==> src/rtl/pokey_pot_scanner.sv <==
// pokey_pot_scanner
//
// POKEY potentiometer (paddle) scanner. A POTGO strobe dumps the external pot
// capacitors for DUMP_CYCLES clocks and then releases them. Each channel's
// comparator crossing is timed against a shared counter that advances once per
// line (SLOW_DIV clocks) or once per clock in fast mode. The scan always runs
// to MAX_COUNT, so the capacitors stay released for a fixed scan length.
//
// Ports:
//   clk        system clock, the only clock
//   rst_b      synchronous active-low reset
//   potgo      one-cycle strobe from a POTGO register write
//   fast_scan  fast (per-clock) scan request, sampled only with potgo
//   pot_in     raw asynchronous comparator inputs, 1 = threshold crossed
//   pot_val    channel i value at [i*CNT_W +: CNT_W]
//   allpot     bit i = 1 while channel i is still scanning
//   pot_dump   1 = capacitors shorted, 0 = released
//   scan_busy  1 while dumping or scanning
//
// Build option: define POKEY_POT_FAST_SCAN_EN to honour fast_scan. Without it
// the port is ignored, every scan runs at line rate and no fast path exists.
//
// Handshake: potgo is a single-cycle strobe with no ready; it is accepted in
// every state and always restarts the dump/scan sequence.

module pokey_pot_scanner #(
    parameter int NUM_POTS    = 8,
    parameter int CNT_W       = 8,
    parameter int MAX_COUNT   = 228,
    parameter int SLOW_DIV    = 114,
    parameter int DUMP_CYCLES = 2
) (
    input  logic                      clk,
    input  logic                      rst_b,
    input  logic                      potgo,
    input  logic                      fast_scan,
    input  logic [NUM_POTS-1:0]       pot_in,
    output logic [NUM_POTS*CNT_W-1:0] pot_val,
    output logic [NUM_POTS-1:0]       allpot,
    output logic                      pot_dump,
    output logic                      scan_busy
);

    localparam int PRE_W = (SLOW_DIV > 2) ? $clog2(SLOW_DIV) : 1;
    localparam int DMP_W = (DUMP_CYCLES > 1) ? $clog2(DUMP_CYCLES) : 1;
    localparam logic [PRE_W-1:0] PRE_LAST  = PRE_W'(SLOW_DIV - 1);
    localparam logic [DMP_W-1:0] DMP_LAST  = DMP_W'(DUMP_CYCLES - 1);
    localparam logic [CNT_W-1:0] CNT_LAST  = CNT_W'(MAX_COUNT);

    typedef enum logic [1:0] {
        ST_IDLE = 2'd0,
        ST_DUMP = 2'd1,
        ST_SCAN = 2'd2
    } state_t;

    state_t                state;
    logic [NUM_POTS-1:0]   pot_m;
    logic [NUM_POTS-1:0]   pot_s;
    logic [CNT_W-1:0]      count;
    logic [PRE_W-1:0]      prescale;
    logic [DMP_W-1:0]      dump_cnt;
    logic                  tick;
    logic                  last_tick;
    logic [NUM_POTS-1:0]   latch_mask;

    // Two-flop synchroniser; all scan decisions use pot_s.
    always_ff @(posedge clk) begin
        if (!rst_b) begin
            pot_m <= '0;
            pot_s <= '0;
        end else begin
            pot_m <= pot_in;
            pot_s <= pot_m;
        end
    end

`ifdef POKEY_POT_FAST_SCAN_EN
    logic fast_mode;

    // Scan mode is frozen at potgo so mid-scan SKCTL writes have no effect.
    always_ff @(posedge clk) begin
        if (!rst_b) begin
            fast_mode <= 1'b0;
        end else if (potgo) begin
            fast_mode <= fast_scan;
        end
    end

    assign tick = (state == ST_SCAN) && (fast_mode || (prescale == PRE_LAST));
`else
    logic unused_fast_scan;
    assign unused_fast_scan = fast_scan;
    assign tick = (state == ST_SCAN) && (prescale == PRE_LAST);
`endif

    // On the terminal tick every channel still scanning latches MAX_COUNT,
    // which is the counter value on that tick.
    assign last_tick  = tick && (count == CNT_LAST);
    assign latch_mask = tick ? (allpot & (pot_s | {NUM_POTS{last_tick}})) : '0;

    always_ff @(posedge clk) begin
        if (!rst_b) begin
            state     <= ST_IDLE;
            pot_dump  <= 1'b1;
            scan_busy <= 1'b0;
            allpot    <= '0;
            count     <= '0;
            prescale  <= '0;
            dump_cnt  <= '0;
            pot_val   <= '0;
        end else if (potgo) begin
            // Restart from any state; pot_val keeps the previous results.
            state     <= ST_DUMP;
            pot_dump  <= 1'b1;
            scan_busy <= 1'b1;
            allpot    <= '1;
            count     <= '0;
            prescale  <= '0;
            dump_cnt  <= '0;
        end else begin
            case (state)
                ST_IDLE: begin
                    pot_dump  <= 1'b1;
                    scan_busy <= 1'b0;
                end
                ST_DUMP: begin
                    if (dump_cnt == DMP_LAST) begin
                        state    <= ST_SCAN;
                        pot_dump <= 1'b0;
                    end else begin
                        dump_cnt <= dump_cnt + DMP_W'(1);
                    end
                end
                ST_SCAN: begin
                    prescale <= (prescale == PRE_LAST) ? '0 : prescale + PRE_W'(1);
                    if (tick) begin
                        for (int i = 0; i < NUM_POTS; i++) begin
                            if (latch_mask[i]) begin
                                pot_val[i*CNT_W +: CNT_W] <= count;
                            end
                        end
                        allpot <= allpot & ~latch_mask;
                        if (last_tick) begin
                            state     <= ST_IDLE;
                            pot_dump  <= 1'b1;
                            scan_busy <= 1'b0;
                        end else begin
                            count <= count + CNT_W'(1);
                        end
                    end
                end
                default: begin
                    state     <= ST_IDLE;
                    pot_dump  <= 1'b1;
                    scan_busy <= 1'b0;
                end
            endcase
        end
    end

endmodule
==> config.mk <==
export PLATFORM = sky130hd
export DESIGN_NAME = pokey_pot_scanner
export DESIGN_NICKNAME = d
export VERILOG_FILES = /design/src/rtl/pokey_pot_scanner.sv
export SDC_FILE = /design/constraint.sdc
export NUM_CORES = 1
export LEC_CHECK = 0
export ABC_AREA = 1
export CORE_UTILIZATION = 30
export CTS_CLUSTER_SIZE = 20
export DETAILED_ROUTE_END_ITERATION = 6
export DONT_BUFFER_PORTS = 1
export SYNTH_ARGS = -nofsm -noshare
export SYNTH_HDL_FRONTEND = slang
export SYNTH_SLANG_ARGS = --single-unit
==> constraint.sdc <==
create_clock -name clk -period 2 [get_ports clk]
set_clock_uncertainty 0.05 [all_clocks]
set_input_delay 0.4 -clock clk [delete_from_list [all_inputs] [get_ports clk]]
set_output_delay 0.4 -clock clk [all_outputs]
set_load 0.1 [all_outputs]
==> results of run 1 <==
stage by stage:
stage | setup WS (ns) | util, % | hold WS (ns) | power, mW | area [um2]
global placement | 0.198 | 36.5 | 0.350 | 2.51 | 5350
floorplan | 0.160 | - | 0.340 | 2.48 | 4540
CTS | 0.152 | 38.5 | 0.0786 | 4.24 | 5630
detailed placement | 0.164 | 36.5 | 0.355 | 2.51 | 5350
finish | 0.178 | 38.7 | 0.0901 | 4.19 | 5670
global route | 0.00650 | 38.7 | 0.0888 | 4.37 | 5670
timing repair:
item,CTS,global route
gates resized for setup,0,6
hold endpoints to repair,0,0
endpoints found under the setup margin,0,35
critical path: stages, from the launching register on:
cell and delay, ns:
sky130_fd_sc_hd__dfxtp_1 0.36, sky130_fd_sc_hd__clkinv_1 0.08, sky130_fd_sc_hd__ha_1 0.16, sky130_fd_sc_hd__nand2_1 0.07, sky130_fd_sc_hd__nor2_2 0.19, sky130_fd_sc_hd__nand3_2 0.23, sky130_fd_sc_hd__nand2_4 0.18, sky130_fd_sc_hd__nand2_2 0.10
sky130_fd_sc_hd__nor2_8 0.18, sky130_fd_sc_hd__nor2_1 0.06, sky130_fd_sc_hd__nor2_1 0.12
final cells by class:
type	instances	area [um2]	area share (%)
Clock inverter	5	35.0	0.618
Sequential cell	108	2160	38.1
Timing Repair Buffer	89	668	11.8
Multi-Input combinational cell	420	2090	36.9
Clock buffer	11	253	4.46
Inverter	59	226	3.99
Tap cell	184	230	4.06
cell usage after synthesis (all sizes together), types with 9 or more instances:
cell type and instances:
nor2 173, nand2 137, dfxtp 108, nand4 56, inv 55, o21ai 14, a21oi 12, buf 12
nand3 10, clkbuf 9
power breakdown:
group          internal, mW  leakage (nW)  switching (mW)
combinational        0.0633          1.68           0.191
clock                 0.916         0.142           0.811
sequential             2.18         0.877          0.0255
total                  3.16          2.70            1.03
metal layers:
metal | up-vias | share of wire (%)
met3 | 16 | 7.2
li1 | 2089 | -
met4 | 0 | 1.7
met5 | - | 0
met2 | 92 | 45
met1 | 1692 | 47
sequential cells by signal (all words and copies together), names as in the netlist:
register / flops
pot_val: 64
state: 2
allpot: 8
pot_dump: 1
prescale: 7
pot_m: 8
pot_s: 8
dump_cnt: 1
scan_busy: 1
count: 8
cell families (layout without fill, tap and decap cells):
logic type               count (synthesis)  in the layout  synth area share, %
AND/OR/NAND/NOR                        381            382                 40.0
adder cells (fa/ha/maj)                  4              4                 1.10
XOR/XNOR                                 4              4                0.771
buffers and inverters                   80            164                 7.03
flip-flops                             108            108                 47.6
AO/OA/AOI/OAI                           30             30                 3.47
how the worst max path moves through the flow:
stage / startpoint / endpoint / slack [ns] / cells after the start
after floorplan: allpot[0] / pot_val[0] / 0.16 / 5
after global placement: count[0] / pot_val[51] / 0.20 / 9
after detailed placement: count[0] / pot_val[25] / 0.16 / 10
after CTS: count[0] / pot_val[25] / 0.15 / 10
after global routing: count[0] / pot_val[35] / 0.007 / 10
final: count[0] / pot_val[38] / 0.18 / 10
==> implementation parameters, run 1 <==
Parameter                              Value

Clock tree
  Worst skew pair latency ... between 0.3 and 0.4 ns
  Postcts setup bufs ... 0
  Clock transition at path regs ... approximately 0.070 ns
  Clk Tree Root Cell ... sky130_fd_sc_hd__clkbuf_16
  TritonCTS clock tree ... done
  Num Clock Sinks ... 108
  CTS hold repair buffers ... 0
  H-tree levels ... 3
  Maximum clock path buffer count ... 2
  Clock buffers created by TritonCTS ... 9

Route
  Number of violations reported at the end of detailed-routing iteration 0 ... between 300 and 400
  Per-cell via count in the routed design ... around 4.4
  Remaining routing DRC violations ... 14
  WL per Instance ... approximately 13 um
  Total detailed-routing wirelength ... between 10 and 15 mm
  First-pass detailed-route iteration total ... 6
  Antenna viol nets, final ... 0
  Vias ... slightly below 4000

Yosys
  Leading register cell type out of synthesis ... sky130_fd_sc_hd__dfxtp_1
  Gate count after technology mapping ... about 610
  Number of enable flip-flop cells after synthesis ... 0
  Ys Warns ... 0
  Mean instance size in the synthesized netlist ... between 7 and 8 um2
  Sequential element share of the synthesized area ... a little under half
  Post-synth top area share ... around 48%
  Number of library cell types mapped by synthesis ... 28
  Leading area contributor after synthesis ... sky130_fd_sc_hd__dfxtp_1
  Post-Syn Area ... roughly 0.0045 mm2
  Flops & latches, synth ... 108
  Syn nets ... between 600 and 700
  Post-synth ARST share ... 0%
  Leading cell types by total area after synthesis ... sky130_fd_sc_hd__dfxtp_1 48%, sky130_fd_sc_hd__nor2_1 13%, sky130_fd_sc_hd__nand2_1 10%

Global route
  Number of antenna violations at the first check in global routing ... 0
  Global-route wire length before repair ... ~19 mm
  Number of global-route vias before repair ... 3524
  Met2 usage in global routing ... a little under a quarter
  Busiest layer in global routing ... met2
  Global Route Usage Sum ... 15.3%
  Overflow left after global routing ... 0
  Met3 usage in global routing ... under 10%
  GR Util met1 ... 19.5%
  Largest net degree at the start of global routing ... a little over 90

Cells and area
  Count of non-filler cells in the finished layout ... around 880
  Layout overhead on the synthesized area ... 24.9%
  Most common library cell in the layout ignoring fill and taps ... sky130_fd_sc_hd__nor2_1
  Fraction of final layout cells sized beyond drive strength 1 ... 19.9%
  FILL cells ... between 1500 and 2000
  Final net count ... 703
  Highest-count cells in the layout ignoring fill and taps ... 160 x sky130_fd_sc_hd__nor2_1, 123 x sky130_fd_sc_hd__nand2_1, 108 x sky130_fd_sc_hd__dfxtp_1
  Diodes inserted ... 0

Floorplan
  Die Y-Extent ... roughly 130 um
  Cell row count ... 44
  Area of the core region ... around 0.015 mm2
  Die width ... approximately 130 um
  Die Area ... around 0.016 mm2
  I/O Pins ... 86
  Initial core utilization ... a little under a third

Min path
  Min-Delay Path Class ... in -> reg
  Min-Delay Endpoint ... pot_m[4]
  Origin of the worst min-delay path ... pot_in[4]
  Number of cells traversed by the worst hold path ... 2

Critical path
  Type of element launching the critical path ... flop
  Kind of critical path ... reg -> reg
  Worst reg2reg startpoint ... count[0]
  Path depth of the worst reg2reg path ... 10
  Endpoint of the most critical register-to-register path ... pot_val[38]
  Worst setup EP type ... flop
  Maximum fanout along the worst path ... 9
  Register-to-register setup slack ... between 0.15 and 0.2 ns
  Data arrival time of the critical path ... 2.06 ns
  Required time of the critical path ... ~2.2 ns

STA
  Count of final max-slew check failures ... 0
  Final setup violation count ... 0
  Worst Tran Pin Value ... 0.480 ns
  Fin crit period ... roughly 1.8 ns
  Final clock period utilization by the worst path ... around nine tenths
  Worst rel slew slack ... slightly below 70%
  Total count of hold-check failures in the final report ... 0
  Total negative slack ... 0 ns
  Setup repair after global routing missed its margin ... true
  Max Fclk ... 549 MHz

Outcome
  Status ... complete, but fails checks
  Violations in the final reports ... DRC

Pwr
  Leakage power ... roughly 2.7 nW
  Power per Cell Area ... 739 mW/mm2
  Peak ir drop on the vdd network ... 0.439 mV

Placement
  HPWL reported at the end of detailed placement ... 7.63 mm
  Number of instances in the placed design ... between 800 and 900
  Routability congestion estimate ... 0.775
  Port Buf Inserts ... 0

Job
  Number of violations of the max-capacitance limit ... 0
Power figures use the tool's default switching activity.
==> run 2, diff against run 1 <==
Settings changed: CTS_CLUSTER_SIZE 20 to 25, SKIP_LAST_GASP set to 1.
Clock period 2 ns to 2.3 ns, I/O delays scaled along.
==> implementation parameters, run 2 (synthesized netlist as in run 1, its figures left out) <==
Parameter                              Value

Cells and area
  Most common library cell in the layout ignoring fill and taps ... sky130_fd_sc_hd__nor2_1
  Area used by multi-input combinational logic ... roughly 0.002 mm2
  Diodes inserted ... 0
  Highest-count cells in the layout ignoring fill and taps ... 162 x sky130_fd_sc_hd__nor2_1, 123 x sky130_fd_sc_hd__nand2_1, 108 x sky130_fd_sc_hd__dfxtp_1
  Register cell area after layout ... ~0.0022 mm2
  Layout overhead on the synthesized area ... 23.6%
  FILL cells ... around 1500
  Flip-flop count of the largest register after layout ... 64
  Register name with the most flops ... pot_val
  Fraction of final layout cells sized beyond drive strength 1 ... approximately 19%
  Final core utilization ... 38.3%
  Final net count ... a little under 700

Critical path
  Maximum fanout along the worst path ... 9
  Worst setup EP type ... flop
  Critical Path Most Common Cell ... sky130_fd_sc_hd__nor2_1
  Count of buffer and inverter cells on the critical path ... 1
  Longest individual stage delay on the worst path ... between 0.3 and 0.4 ns
  Required time of the critical path ... ~2.5 ns
  Series of cell instances along the critical path ... clkinv_1, ha_1, nand2_1, nor2_1, nand3_4, nand2_2, nand2_2, nor2_8, nor2_1, nor2_1
  Kind of critical path ... reg -> reg
  CP top delay family ... simple AND/OR/NAND/NOR gates
  Data arrival time of the critical path ... 2.08 ns
  Slowest cell on crit path ... sky130_fd_sc_hd__dfxtp_1
  Type of element launching the critical path ... flop

Global route
  Largest net degree at the start of global routing ... 91
  Number of antenna violations at the first check in global routing ... 0
  Global Route Usage Sum ... about 14%
  Global-route wire length before repair ... roughly 17 mm
  Number of global-route vias before repair ... ~3400
  Overflow left after global routing ... 0

Pwr
  Internal ... slightly below 3 mW
  Clock Power Share ... a little over two fifths
  Sw Ratio ... 23.5%
  Part of the total power dissipated in combinational logic ... approximately 5.8%
  Peak ir drop on the vdd network ... approximately 0.38 mV
  Power per Cell Area ... between 600 and 700 mW/mm2
  Leakage power ... 2.66 nW
  Sequential power share ... around 50%
  Net Switching ... just under 0.9 mW

STA
  Setup repair after global routing missed its margin ... false
  Post-route setup slack ... between 0.4 and 0.5 ns
  Fin crit period ... between 1.5 and 2 ns
  Worst rel slew slack ... between 60% and 70%
  Total count of hold-check failures in the final report ... 0
  Worst Tran Pin Value ... around 0.49 ns
  Final setup violation count ... 0
  Max Fclk ... ~550 MHz
  Total negative slack ... 0 ns
  Final clock period utilization by the worst path ... about 80%
  Count of final max-slew check failures ... 0

Floorplan
  Area of the core region ... around 0.015 mm2
  Die Area ... around 0.016 mm2
  I/O Pins ... between 80 and 90
  Cell row count ... 44
  Initial core utilization ... between 30% and 40%
  Die Y-Extent ... 125 um
  Die width ... roughly 130 um

Route
  Number of violations reported at the end of detailed-routing iteration 0 ... roughly 290
  Per-cell via count in the routed design ... between 4 and 5
  Vias ... 3860
  Remaining routing DRC violations ... 15
  WL per Instance ... 12.5 um
  First-pass detailed-route iteration total ... 6
  Total detailed-routing wirelength ... 10.8 mm
  Antenna viol nets, final ... 0

Clock tree
  Clk Tree Root Cell ... sky130_fd_sc_hd__clkbuf_16
  TritonCTS clock tree ... done
  Postcts setup bufs ... 0
  Worst skew pair latency ... 0.36 ns
  H-tree levels ... 3
  Maximum clock path buffer count ... 2
  Clock buffers created by TritonCTS ... 9
  CTS hold repair buffers ... 0
  Number of gates given a new drive strength after cts ... 0
  Clock transition at path regs ... 0.07 ns
  Num Clock Sinks ... 108

Outcome
  Violations in the final reports ... DRC
  Status ... complete, but fails checks

Min path
  Min-Delay Path Class ... in -> reg

Placement
  Worst slack, placed ... 0.474 ns
  Routability congestion estimate ... 0.782
  Port Buf Inserts ... 0
  HPWL reported at the end of detailed placement ... ~7.5 mm

Job
  Number of violations of the max-capacitance limit ... 0
## run 2: per-stage QoR
| stage | std cells | hold WS (ns) | instance area [um2] | total power [mW] |
|---|---|---|---|---|
| 2_1_floorplan | 607 | 0.340 | 4540 | 2.15 |
| 3_3_place_gp | 851 | 0.350 | 5290 | 2.18 |
| 3_5_place_dp | 851 | 0.352 | 5290 | 2.18 |
| 4_1_cts | 867 | 0.132 | 5610 | 3.86 |
| 5_1_grt | 867 | 0.139 | 5610 | 3.94 |
| 6_report | 867 | 0.145 | 5610 | 3.80 |
## run 2: routing by layer
metal  GRT usage, %  share of wire (%)
met5              0                  0
met3           5.65                9.2
met2           21.5                 43
met4           8.25                1.9
met1           17.7                 45
## run 2: layout make-up
type,instances,share of cell area (%)
multi-input cells,419,36.7
clock buffers,9,4.01
flip-flops and latches,108,38.5
inverters,59,4.04
repair buffers,81,10.8
clock inverters,7,1.78
well taps,184,4.10
## run 2: final timing paths
path | endpoint | cells after the start | from | slack (ns)
setup / recovery | pot_val[14] | 10 | count[0] | 0.47
hold / removal | pot_m[1] | 2 | pot_in[1] | 0.15
setup reg to reg | pot_val[14] | 10 | count[0] | 0.47
hold reg to reg | pot_s[6] | 2 | pot_m[6] | 0.36
## run 2: power groups by stage
stage / Clock, mW / Combinational, mW / Sequential, mW
after CTS: 1.72 / 0.221 / 1.91
after detailed placement: 0 / 0.221 / 1.96
after floorplan: 0 / 0.115 / 2.04
after global placement: 0 / 0.220 / 1.96
final: 1.67 / 0.220 / 1.91
after global routing: 1.79 / 0.240 / 1.92
